--- src/rtl/mitchell_mult_sequencer.sv ---
// Approximate 8x8 unsigned multiplier built on one time-shared Mitchell log
// encoder: encode A, encode B, add the logs, then take the antilog.
module mitchell_mult_sequencer #(
    parameter bit ZERO_BYPASS = 1'b0
) (
    input  logic        clk,
    input  logic        rst_n,
    input  logic        in_valid,
    output logic        in_ready,
    input  logic [7:0]  a,
    input  logic [7:0]  b,
    output logic        out_valid,
    input  logic        out_ready,
    output logic [15:0] product,
    output logic        zero,
    output logic        busy
);

    localparam int unsigned OP_W    = 8;
    localparam int unsigned K_W     = 3;
    localparam int unsigned FRAC_W  = 7;
    localparam int unsigned LOG_W   = K_W + FRAC_W;
    localparam int unsigned SUM_W   = LOG_W + 1;
    localparam int unsigned PROD_W  = 16;
    localparam int unsigned ENC_W   = OP_W + FRAC_W;
    localparam int unsigned ANT_W   = (FRAC_W + 1) + 15;

    typedef enum logic [2:0] {
        IDLE    = 3'd0,
        ENC_A   = 3'd1,
        ENC_B   = 3'd2,
        ADD     = 3'd3,
        ANTILOG = 3'd4,
        DONE    = 3'd5
    } state_t;

    state_t state_q;
    state_t state_d;

    logic [OP_W-1:0]   op_a;
    logic [OP_W-1:0]   op_b;
    logic [LOG_W-1:0]  log_a;
    logic [LOG_W-1:0]  log_b;
    logic [SUM_W-1:0]  lsum;

    logic [OP_W-1:0]   enc_in;
    logic [K_W-1:0]    enc_k;
    logic [ENC_W-1:0]  enc_shift;
    logic [LOG_W-1:0]  enc_log;

    logic [ANT_W-1:0]  ant_shift;
    logic [PROD_W-1:0] ant_val;

    logic              zero_in;
    logic              latch_ops;
    logic              load_log_a;
    logic              load_log_b;
    logic              load_sum;
    logic              load_prod;
    logic              clear_prod;

    // Encoder operand mux; opA is the idle hold value.
    always_comb begin
        enc_in = (state_q == ENC_B) ? op_b : op_a;
    end

    // Shared Mitchell encoder: leading-one index plus left-justified remainder.
    always_comb begin
        enc_k = '0;
        for (int unsigned i = 0; i < OP_W; i++) begin
            if (enc_in[i]) begin
                enc_k = K_W'(i);
            end
        end
        enc_shift = (ENC_W'(enc_in) << FRAC_W) >> enc_k;
        enc_log   = {enc_k, enc_shift[FRAC_W-1:0]};
    end

    // Antilog of the summed logs; wide intermediate keeps K=15 from overflowing.
    always_comb begin
        ant_shift = (ANT_W'({1'b1, lsum[FRAC_W-1:0]}) << lsum[SUM_W-1:FRAC_W]) >> FRAC_W;
        ant_val   = ant_shift[PROD_W-1:0];
    end

    assign zero_in = (a == '0) | (b == '0);

    // State register.
    always_ff @(posedge clk) begin
        if (!rst_n) begin
            state_q <= IDLE;
        end else begin
            state_q <= state_d;
        end
    end

    // Next-state and datapath load enables.
    always_comb begin
        state_d    = state_q;
        latch_ops  = 1'b0;
        load_log_a = 1'b0;
        load_log_b = 1'b0;
        load_sum   = 1'b0;
        load_prod  = 1'b0;
        clear_prod = 1'b0;
        case (state_q)
            IDLE: begin
                if (in_valid) begin
                    latch_ops = 1'b1;
                    if (ZERO_BYPASS && zero_in) begin
                        clear_prod = 1'b1;
                        state_d    = DONE;
                    end else begin
                        state_d    = ENC_A;
                    end
                end
            end
            ENC_A: begin
                load_log_a = 1'b1;
                state_d    = ENC_B;
            end
            ENC_B: begin
                load_log_b = 1'b1;
                state_d    = ADD;
            end
            ADD: begin
                load_sum = 1'b1;
                state_d  = ANTILOG;
            end
            ANTILOG: begin
                load_prod = 1'b1;
                state_d   = DONE;
            end
            DONE: begin
                if (out_ready) begin
                    state_d = IDLE;
                end
            end
            default: begin
                state_d = IDLE;
            end
        endcase
    end

    // Operand, log and result registers.
    always_ff @(posedge clk) begin
        if (!rst_n) begin
            op_a    <= '0;
            op_b    <= '0;
            log_a   <= '0;
            log_b   <= '0;
            lsum    <= '0;
            product <= '0;
            zero    <= 1'b0;
        end else begin
            if (latch_ops) begin
                op_a <= a;
                op_b <= b;
                zero <= zero_in;
            end
            if (load_log_a) begin
                log_a <= enc_log;
            end
            if (load_log_b) begin
                log_b <= enc_log;
            end
            if (load_sum) begin
                lsum <= SUM_W'({1'b0, log_a}) + SUM_W'({1'b0, log_b});
            end
            if (clear_prod) begin
                product <= '0;
            end else if (load_prod) begin
                product <= zero ? '0 : ant_val;
            end
        end
    end

    // Handshake and status flags, registered from the next state.
    always_ff @(posedge clk) begin
        if (!rst_n) begin
            in_ready  <= 1'b1;
            out_valid <= 1'b0;
            busy      <= 1'b0;
        end else begin
            in_ready  <= (state_d == IDLE);
            out_valid <= (state_d == DONE);
            busy      <= (state_d != IDLE);
        end
    end

endmodule

--- config.mk ---
export PLATFORM = sky130hd
export DESIGN_NAME = mitchell_mult_sequencer
export DESIGN_NICKNAME = d
export VERILOG_FILES = /design/src/rtl/mitchell_mult_sequencer.sv
export SDC_FILE = /design/constraint.sdc
export NUM_CORES = 1
export LEC_CHECK = 0
export CELL_PAD_IN_SITES_DETAIL_PLACEMENT = 1
export CELL_PAD_IN_SITES_GLOBAL_PLACEMENT = 1
export CORE_MARGIN = 2
export CORE_UTILIZATION = 42
export CTS_CLUSTER_SIZE = 10
export DETAILED_ROUTE_END_ITERATION = 8
export HOLD_SLACK_MARGIN = 0.02
export PLACE_DENSITY = 0.77
export RECOVER_POWER = 50
export REMOVE_ABC_BUFFERS = 1
export SKIP_LAST_GASP = 1
export SYNTH_ARGS = -nofsm -noshare
export SYNTH_HDL_FRONTEND = slang
export SYNTH_SLANG_ARGS = --single-unit
export TNS_END_PERCENT = 30
--- constraint.sdc ---
create_clock -name clk -period 2.3 [get_ports clk]
set_input_delay 0.23 -clock clk [delete_from_list [all_inputs] [get_ports clk]]
set_output_delay 0.23 -clock clk [all_outputs]
set_load 0.05 [all_outputs]
==> impl_metrics.ini, run 1 <==
[logic_synthesis]
synth-async-reset-ratio_pct = 0
ys_types = 63
yosysSeqAreaShare_pct = 37.0
synth_top_area_cell = dfxtp_1
synth.avg_cell_area_um2 = 7.95
synth_area_leaders = dfxtp_1 37%, nand2_1 7.7%, a21oi_1 5.7%
netlist_instances = 477
synth_edf_count = 0
yosysWarnings = 0
ys.flop_type = dfxtp_1
ys_ff_latch = 70
syn-cell-area_um2 = 3790
synth_top_area_share_pct = 37.0

[timing]
period_share_pct = 91.4
relSlewSlack_pct = 21.0
maxSlewViolCount = 0
tightest_slew_ns = 1.18
final_hold_viol_count = 0
rsz0062_at_grt = false
setup_viol = 0
fin_crit_ns = 2.10
skew_ns = 0.0137
fmax_mhz = 476

[floorplan]
start_util_pct = 43.5
dieHeight_um = 99.0
ios = 40
rows = 34
coreArea_um2 = 8720
die_area_um2 = 9800
die_w_um = 99.0

[final_layout]
insertedDiodeCount = 0
fill_cells = 1086
final_nets = 548
post-route-util_pct = 51.5
fin_cells = 630
final_layout_size_suffix_gt1_share_pct = 8.62
syn_to_final_growth_pct = 18.5

[cts]
cts_made_buffers = 9
cts_buffer_depth = 2
ctsHoldBuffers = 0
cts_setup_buffers = 0
clkLatencyLatePin_ns = 0.36
postCtsResizedCells = 0
cts.sinks = 70
htreeDepth = 3
root_buffer = clkbuf_8
clk_pin_slew_worst_paths_ns = 0.08
cts_tree = built

[hold_path]
hold_path.class = in -> reg

[route]
route.detailed.drc = 0
antenna_left = 0
first_pass_iters = 4
dr.first_iter.drc_count = 102
drt-wirelength-per-cell_um = 17.0
vias = 3608
finalWirelength_mm = 10.7
via_per_inst = 5.73

[grt]
grt_antenna_before_repair = 0
grt_pass1_wl_mm = 18.0
grt_max_degree = 27
grt_overflow = 0
first_global_vias = 3699
track_usage_pct = 22.6

[placement]
place_inst = 614
numPortBuffers = 39
place_congestion = 0.870
dp_hpwl_mm = 8.19

[worst_setup_path]
crit_fanout = 26
crit_type = in -> reg
required_ns = 2.57
cp-start-kind = primary input
crit_arrival_ns = 2.38
end_kind = flop

[power_and_ir_drop]
power.density_nw_per_um2 = 656
worst_ir_drop_vdd_mv = 0.309
cellLeakagePower_nw = 1.76

[run]
drv_cap = 0

[run_status]
status = finished, final reports clean
-- cells in the final DEF, fill, tap and decap left out, types with 5 or more instances in the layout --
cell	count
mux2i_1	18
o21ai_0	16
dlygate4sd3_1	17
dfxtp_1	70
nor3_1	11
nor2_1	54
buf_4	17
nand4_1	6
nand2b_1	7
inv_1	13
nand2_1	78
o211ai_1	5
ha_1	10
o31ai_1	5
a22oi_1	7
nand3_1	21
a21oi_1	43
clkbuf_8	9
o21ai_1	7
clkdlybuf4s50_1	22
-- power by group --
group          total (mW)  internal [mW]  switching (mW)
Clock               0.920          0.399           0.521
Sequential           1.34           1.27          0.0643
Combinational       0.686          0.264           0.422
Total                2.95           1.94            1.01
-- synth_stat cells, types with 3 or more instances --
cell and n:
o211ai_1 5, inv_1 13, dfxtp_1 70, o21ai_0 16, nor4_1 4, clkbuf_1 20, a22oi_1 7, buf_6 3
nor3_1 11, nand3_1 21, nor2_1 54, a21o_1 4, a32oi_1 4, nand2b_1 7, a211oi_1 3, or4_1 3
nor2b_1 4, xnor2_1 3, ha_1 10, o31ai_1 5, a2bb2oi_1 3, nand4_1 6, mux2i_1 18, o21ai_1 7
nand2_1 78, o22ai_1 4, buf_1 3, a221oi_1 3, a21oi_1 43
-- layout make-up --
cell class                 instances  area [µm²]  share of cell area [%]
clock buffer                      10         128                    2.84
clock inverter                     6        46.3                    1.03
inverter                          13        48.8                    1.09
multi-input combinational        366        2210                    49.2
sequential                        70        1400                    31.2
tap                              108         135                    3.01
timing repair buffer              57         522                    11.6
-- stage by stage --
| step | worst slack [ns] | hold slack, ns | power (mW) | area, µm² | TNS (ns) |
|---|---|---|---|---|---|
| 5_1_grt | 0.0329 | 0.461 | 3.11 | 4490 | 0 |
| 2_1_floorplan | -0.0642 | 0.349 | 1.80 | 3660 | -0.205 |
| 4_1_cts | 0.199 | 0.439 | 2.97 | 4500 | 0 |
| 6_report | 0.198 | 0.445 | 2.95 | 4490 | 0 |
| 3_3_place_gp | 0.297 | 0.445 | 2.03 | 4320 | 0 |
| 3_5_place_dp | 0.242 | 0.455 | 2.05 | 4320 | 0 |
-- routing by layer --
layer / routed length (µm) / global-route usage, % / vias to the layer above
li1: - / - / 1787
met2: 5350 / 39.7 / 46
met4: 212 / 8.32 / 0
met5: 0 / 0 / -
met1: 4890 / 28.0 / 1758
met3: 234 / 3.55 / 17
-- final timing paths --
kind / from / slack [ns] / cells after the start / to
min reg2reg: product[0]$_SDFFE_PN0P_ / 0.46 / 2 / product[0]$_SDFFE_PN0P_
max: rst_n / 0.20 / 6 / log_a[5]$_SDFFE_PN0P_
min: a[5] / 0.45 / 3 / op_a[5]$_SDFFE_PN0P_
max reg2reg: state_q[2]$_SDFF_PN0_ / 0.22 / 6 / log_b[1]$_SDFFE_PN0P_
-- critical path: stages --
cell	delay [ns]
dlygate4sd3_1	0.55
clkbuf_1	0.88
nand2_1	0.33
inv_1	0.16
nand2_1	0.06
o211ai_1	0.16
-- kinds of logic after synthesis --
logic type,synth area share [%]
buffers and inverters,4.72
xor gates and xnor gates,0.924
adders and majority gates,3.83
AOI/OAI and AO/OA,21.1
muxes,7.49
and+or+nand+nor,24.9
DFF,37.0
-- registers in the layout, indices dropped and copies added (netlist names) --
signal     flops
busy           1
in_ready       1
log_a         10
log_b         10
lsum          11
op_a           8
op_b           8
out_valid      1
product       16
state_q        3
zero           1
Note: power is estimated with default switching activity, not from simulation.
==> inputs of run 2 (changes only) <==
Settings changed: SETUP_SLACK_MARGIN from default to 0.15.
==> run 2 against run 1 <==
Against the previous run: routed wire length grew 0.52%; worst setup slack gained 0.058 ns; largest power group unchanged; maximum frequency grew 2.8%; count of clock-buffer cells in the layout is the same; die area is the same; non-clock buffer count grew 1.
==> impl_metrics.ini, run 2 (synthesis results as in run 1) <==
[cts]
cts_made_buffers = 9
cts.sinks = 70
htreeDepth = 3
cts_tree = built
ctsHoldBuffers = 0
root_buffer = clkbuf_8
cts_buffer_depth = 2
clkLatencyLatePin_ns = 0.36
clk_pin_slew_worst_paths_ns = 0.08

[placement]
place_congestion = 0.870
post-place-ws_ns = 0.242
numPortBuffers = 39
dp_hpwl_mm = 8.19

[power_and_ir_drop]
pwr-share-seq_pct = 45.1
power_frac_clock_pct = 31.0
cellLeakagePower_nw = 1.76
power.density_nw_per_um2 = 655
intPower_mw = 1.95
combPwrFrac_pct = 23.8
worst_ir_drop_vdd_mv = 0.309
switching_share_pct = 34.3
p_switching_mw = 1.02

[floorplan]
ios = 40
rows = 34
coreArea_um2 = 8720
die_w_um = 99.0
start_util_pct = 43.5
dieHeight_um = 99.0
die_area_um2 = 9800

[timing]
final_hold_viol_count = 0
rsz0062_at_grt = true
fmax_mhz = 489
setup_tns_ns = 0
period_share_pct = 88.9
tightest_slew_ns = 1.20
skew_ns = 0.0139
worst_slack_ns = 0.256
fin_crit_ns = 2.04
relSlewSlack_pct = 20.2
setup_viol = 0
maxSlewViolCount = 0

[worst_setup_path]
cp-start-kind = flop
crit_arrival_ns = 2.28
end_kind = flop
crit_type = reg -> reg
crit_fanout = 5
required_ns = 2.54

[route]
route.detailed.drc = 0
via_per_inst = 5.73
antenna_left = 0
drt-wirelength-per-cell_um = 17.0
finalWirelength_mm = 10.7
dr.first_iter.drc_count = 85
vias = 3615
first_pass_iters = 4

[run]
drv_cap = 0

[final_layout]
syn_to_final_growth_pct = 19.5
final_nets = 549
fill_cells = 1084
largest_register_ff_count = 16
mostFrequentLayoutCells = 78 x nand2_1, 70 x dfxtp_1, 53 x nor2_1
register_area_um2 = 1400
final_layout_size_suffix_gt1_share_pct = 9.75
insertedDiodeCount = 0
top_register = product
reg_top3 = product x16, lsum x11
layout_commonest_cell = nand2_1
multi_input_area_um2 = 2240

[run_status]
status = finished, final reports clean

[grt]
grt-busiest-layer = met2
grt_antenna_before_repair = 0
use_met1_pct = 28.0
grt_max_degree = 27
grt_overflow = 0
track_usage_pct = 22.6
first_global_vias = 3699
use_met3_pct = 3.55
grtUsageMet2_pct = 39.7
grt_pass1_wl_mm = 18.0

[hold_path]
hold_path.class = in -> reg
==> run 2: cell count changes in the layout (fill, tap and decap cells not counted), sizes merged <==
cell / before / now
buf: 17 / 18
clkdlybuf4s50: 22 / 23
dlygate4sd3: 17 / 16
==> run 2: critical path: stages (launching register included) <==
cell,delay [ns]
dfxtp_1,0.44
nor2_1,0.10
o31ai_1,0.52
mux2i_1,0.31
a31o_1,0.31
a31oi_2,0.16
a21oi_1,0.09
==> run 2: cell type report <==
type	instances	share of cell area, %
Multi-Input combinational cell	366	49.4
Sequential cell	70	30.9
Timing Repair Buffer	58	11.8
Tap cell	108	2.98
Clock buffer	10	2.82
Inverter	13	1.08
Clock inverter	6	1.02
==> run 2: path summary, 6_finish.rpt <==
path | slack, ns | cells after the start | to | from
max | 0.26 | 6 | log_b[6]$_SDFFE_PN0P_ | op_a[3]$_SDFFE_PN0P_
min | 0.44 | 3 | op_a[5]$_SDFFE_PN0P_ | a[5]
max reg2reg | 0.26 | 6 | log_b[6]$_SDFFE_PN0P_ | op_a[3]$_SDFFE_PN0P_
min reg2reg | 0.46 | 2 | product[0]$_SDFFE_PN0P_ | product[0]$_SDFFE_PN0P_
==> run 2: per-stage QoR <==
| step | area, µm² | std cells | power [mW] | hold slack (ns) | utilization (%) |
|---|---|---|---|---|---|
| after floorplan | 3660 | 449 | 1.80 | 0.349 | - |
| after global placement | 4320 | 614 | 2.03 | 0.445 | 49.6 |
| after detailed placement | 4320 | 614 | 2.05 | 0.455 | 49.6 |
| after CTS | 4500 | 630 | 2.97 | 0.439 | 51.5 |
| after global routing | 4530 | 631 | 3.13 | 0.461 | 52.0 |
| final | 4530 | 631 | 2.97 | 0.444 | 52.0 |
==> run 2: power by group through the flow <==
| stage | clock network (mW) | registers [mW] | logic [mW] |
|---|---|---|---|
| 2_1_floorplan | 0 | 1.39 | 0.412 |
| 3_3_place_gp | 0 | 1.36 | 0.667 |
| 3_5_place_dp | 0 | 1.37 | 0.686 |
| 4_1_cts | 0.942 | 1.34 | 0.693 |
| 5_1_grt | 1.00 | 1.35 | 0.777 |
| 6_report | 0.921 | 1.34 | 0.707 |
==> run 2: layer usage <==
layer | share of wire (%) | vias to the layer above
li1 | - | 1790
met1 | 45 | 1761
met2 | 50 | 45
met3 | 2.2 | 19
met4 | 2.2 | 0
met5 | 0 | -
==> run 2: what timing repair did <==
action,in CTS,in global routing
gates resized for setup,0,7
setup buffers,0,1
setup endpoints to repair,0,11
==> inputs of run 3 (changes only) <==
Settings changed: SLEW_MARGIN from default to 40.
==> results of run 3 <==
Final layout, timing and power as in run 2 (identical DEF).
==> RTL change, RTL diff (config.mk and constraints of run 1) <==
The 6 states of `state_t` get a one-hot encoding in 6 bits.
--- a/src/rtl/mitchell_mult_sequencer.sv
+++ b/src/rtl/mitchell_mult_sequencer.sv
@@ -27,9 +27,9 @@
 
-    typedef enum logic [2:0] {
-        IDLE    = 3'd0,
-        ENC_A   = 3'd1,
-        ENC_B   = 3'd2,
-        ADD     = 3'd3,
-        ANTILOG = 3'd4,
-        DONE    = 3'd5
+    typedef enum logic [5:0] {
+        IDLE    = 6'b000001,
+        ENC_A   = 6'b000010,
+        ENC_B   = 6'b000100,
+        ADD     = 6'b001000,
+        ANTILOG = 6'b010000,
+        DONE    = 6'b100000
     } state_t;
Formal check against the unedited RTL: same outputs for any inputs over 10 cycles, from zero or initial values and one cycle with rst_n low; not proved beyond that.
==> RTL change against run 1 <==
- register-to-register slack got worse by 120 ps
- area after synthesis rose by 7.1%
- sequential cell count rose by 3
- power fell by 5.4%
- worst setup slack got worse by 97 ps
- final area rose by 10%
- wire length rose by 9.5%
- largest power group unchanged
- largest cell class unchanged
- cell count rose by 8.4%
==> RTL change: results (changes against run 1) <==
worst_setup_path:
  cp.arrival_ps: 2470  # was 2380 ps
  max_stage_delay_ps: 520  # was 880 ps
  crit_start: "state_q[5]$_SDFF_PN0_"  # was rst_n
  cp_max_fo: 7  # was 26
  slowest_stage: "or4_1"  # was clkbuf_1
  reg2reg_depth: 7  # was 6
  critPathTopFamily: "compound AO/OA/AOI/OAI gates"  # was buffers and inverters
  r2r_setup_slack_ps: 100  # was 220 ps
  worstSetupEndpoint: "log_a[4]$_SDFFE_PN0P_"  # was log_a[5]$_SDFFE_PN0P_
power_and_ir_drop:
  leakagePower_nw: 1.90  # was 1.76 nW
  irDropWorstVdd_v: 0.000420  # was 0.000309 V
  intPower_mw: 1.96  # was 1.94 mW
yosys:
  synthTopCellsByArea: "dfxtp_1 (36%), nand2_1 (6.9%), a21boi_0 (4.1%)"  # was dfxtp_1 (37%), nand2_1 (7.7%), a21oi_1 (5.7%)
  netlist_top_cells_count: "nand2_1 (75), dfxtp_1 (73), o21ai_0 (31)"  # was nand2_1 (78), dfxtp_1 (70), nor2_1 (54)
  ys_types: 70  # was 63
  synth_mux_area_share_pct: 5.02  # was 7.49%
  synth_cells: 489  # was 477
  synth_adder_area_share_pct: 3.58  # was 3.83%
  ys_seq_area_share_pct: 36.0  # was 37.0%
  synth_compound_area_share_pct: 24.7  # was 21.1%
  synth_xor_area_share_pct: 1.29  # was 0.924%
  synth_flop_cell: "dfxtp_1"  # unchanged
placed_design:
  gp_congestion: 0.872  # was 0.870
  place_inst: 667  # was 614
  placedInstanceArea_um2: 4770  # was 4320 um^2
  dp_hpwl_um: 9300  # was 8190 um
  dpl_worst_slack_ps: 36.5  # was 242 ps
sta:
  whs_ps: 228  # was 445 ps
  max_freq_mhz: 455  # was 476 MHz
  clock_skew_ps: 17.5  # was 13.7 ps
  tightest_slew_ps: 680  # was 1180 ps
layout:
  fill_cells: 1145  # was 1086
  drive_gt1_share_pct: 13.2  # was 8.62%
  nNetsFinal: 580  # was 548
  num_antenna_cells: 0  # unchanged
drt:
  drt_first_pass_iters: 4  # unchanged
  vias: 3777  # was 3608
  viasPerCell: 5.53  # was 5.73
  drt_iter0_markers: 83  # was 102
  wirelength_um: 11700  # was 10700 um
hold_path:
  hp-start: "rst_n"  # was a[5]
  holdPathEnd: "state_q[3]$_SDFF_PN0_"  # was op_a[5]$_SDFFE_PN0P_
  hold_depth: 2  # was 3
status:
  status: "finished, final reports clean"  # unchanged
global_route:
  grt_pass1_wl_um: 19600  # was 18000 um
  antenna_found_initial: 0  # unchanged
  grt_use_total_pct: 23.9  # was 22.6%
  grt_max_degree: 36  # was 27
  first_global_vias: 3902  # was 3699
clocking:
  clockBufferDepth: 2  # unchanged
  clock_sinks: 73  # was 70
  cts_buffers: 9  # unchanged
-- RTL change: power by group through the flow --
stage / Sequential, mW / Combinational [mW] / Clock [mW]
2_1_floorplan: 1.39 / 0.235 / 0
3_3_place_gp: 1.36 / 0.468 / 0
3_5_place_dp: 1.36 / 0.480 / 0
4_1_cts: 1.33 / 0.482 / 1.01
5_1_grt: 1.34 / 0.521 / 1.07
6_report: 1.33 / 0.477 / 0.975
-- RTL change: metal layers --
layer | part of all wire, % | vias to the layer above | global-route usage, %
met5 | 0 | - | 0
met2 | 49 | 43 | 41.2
met4 | 1.6 | 0 | 7.79
met3 | 2.3 | 14 | 3.90
met1 | 47 | 1827 | 30.6
li1 | - | 1893 | -
-- RTL change: area by class of cell --
class,count,area (um^2),share of cell area (%)
Tap cell,129,161,3.26
Clock inverter,5,37.5,0.759
Inverter,14,52.6,1.06
Timing Repair Buffer,77,652,13.2
Clock buffer,11,151,3.06
Sequential cell,73,1460,29.6
Multi-Input combinational cell,374,2430,49.1
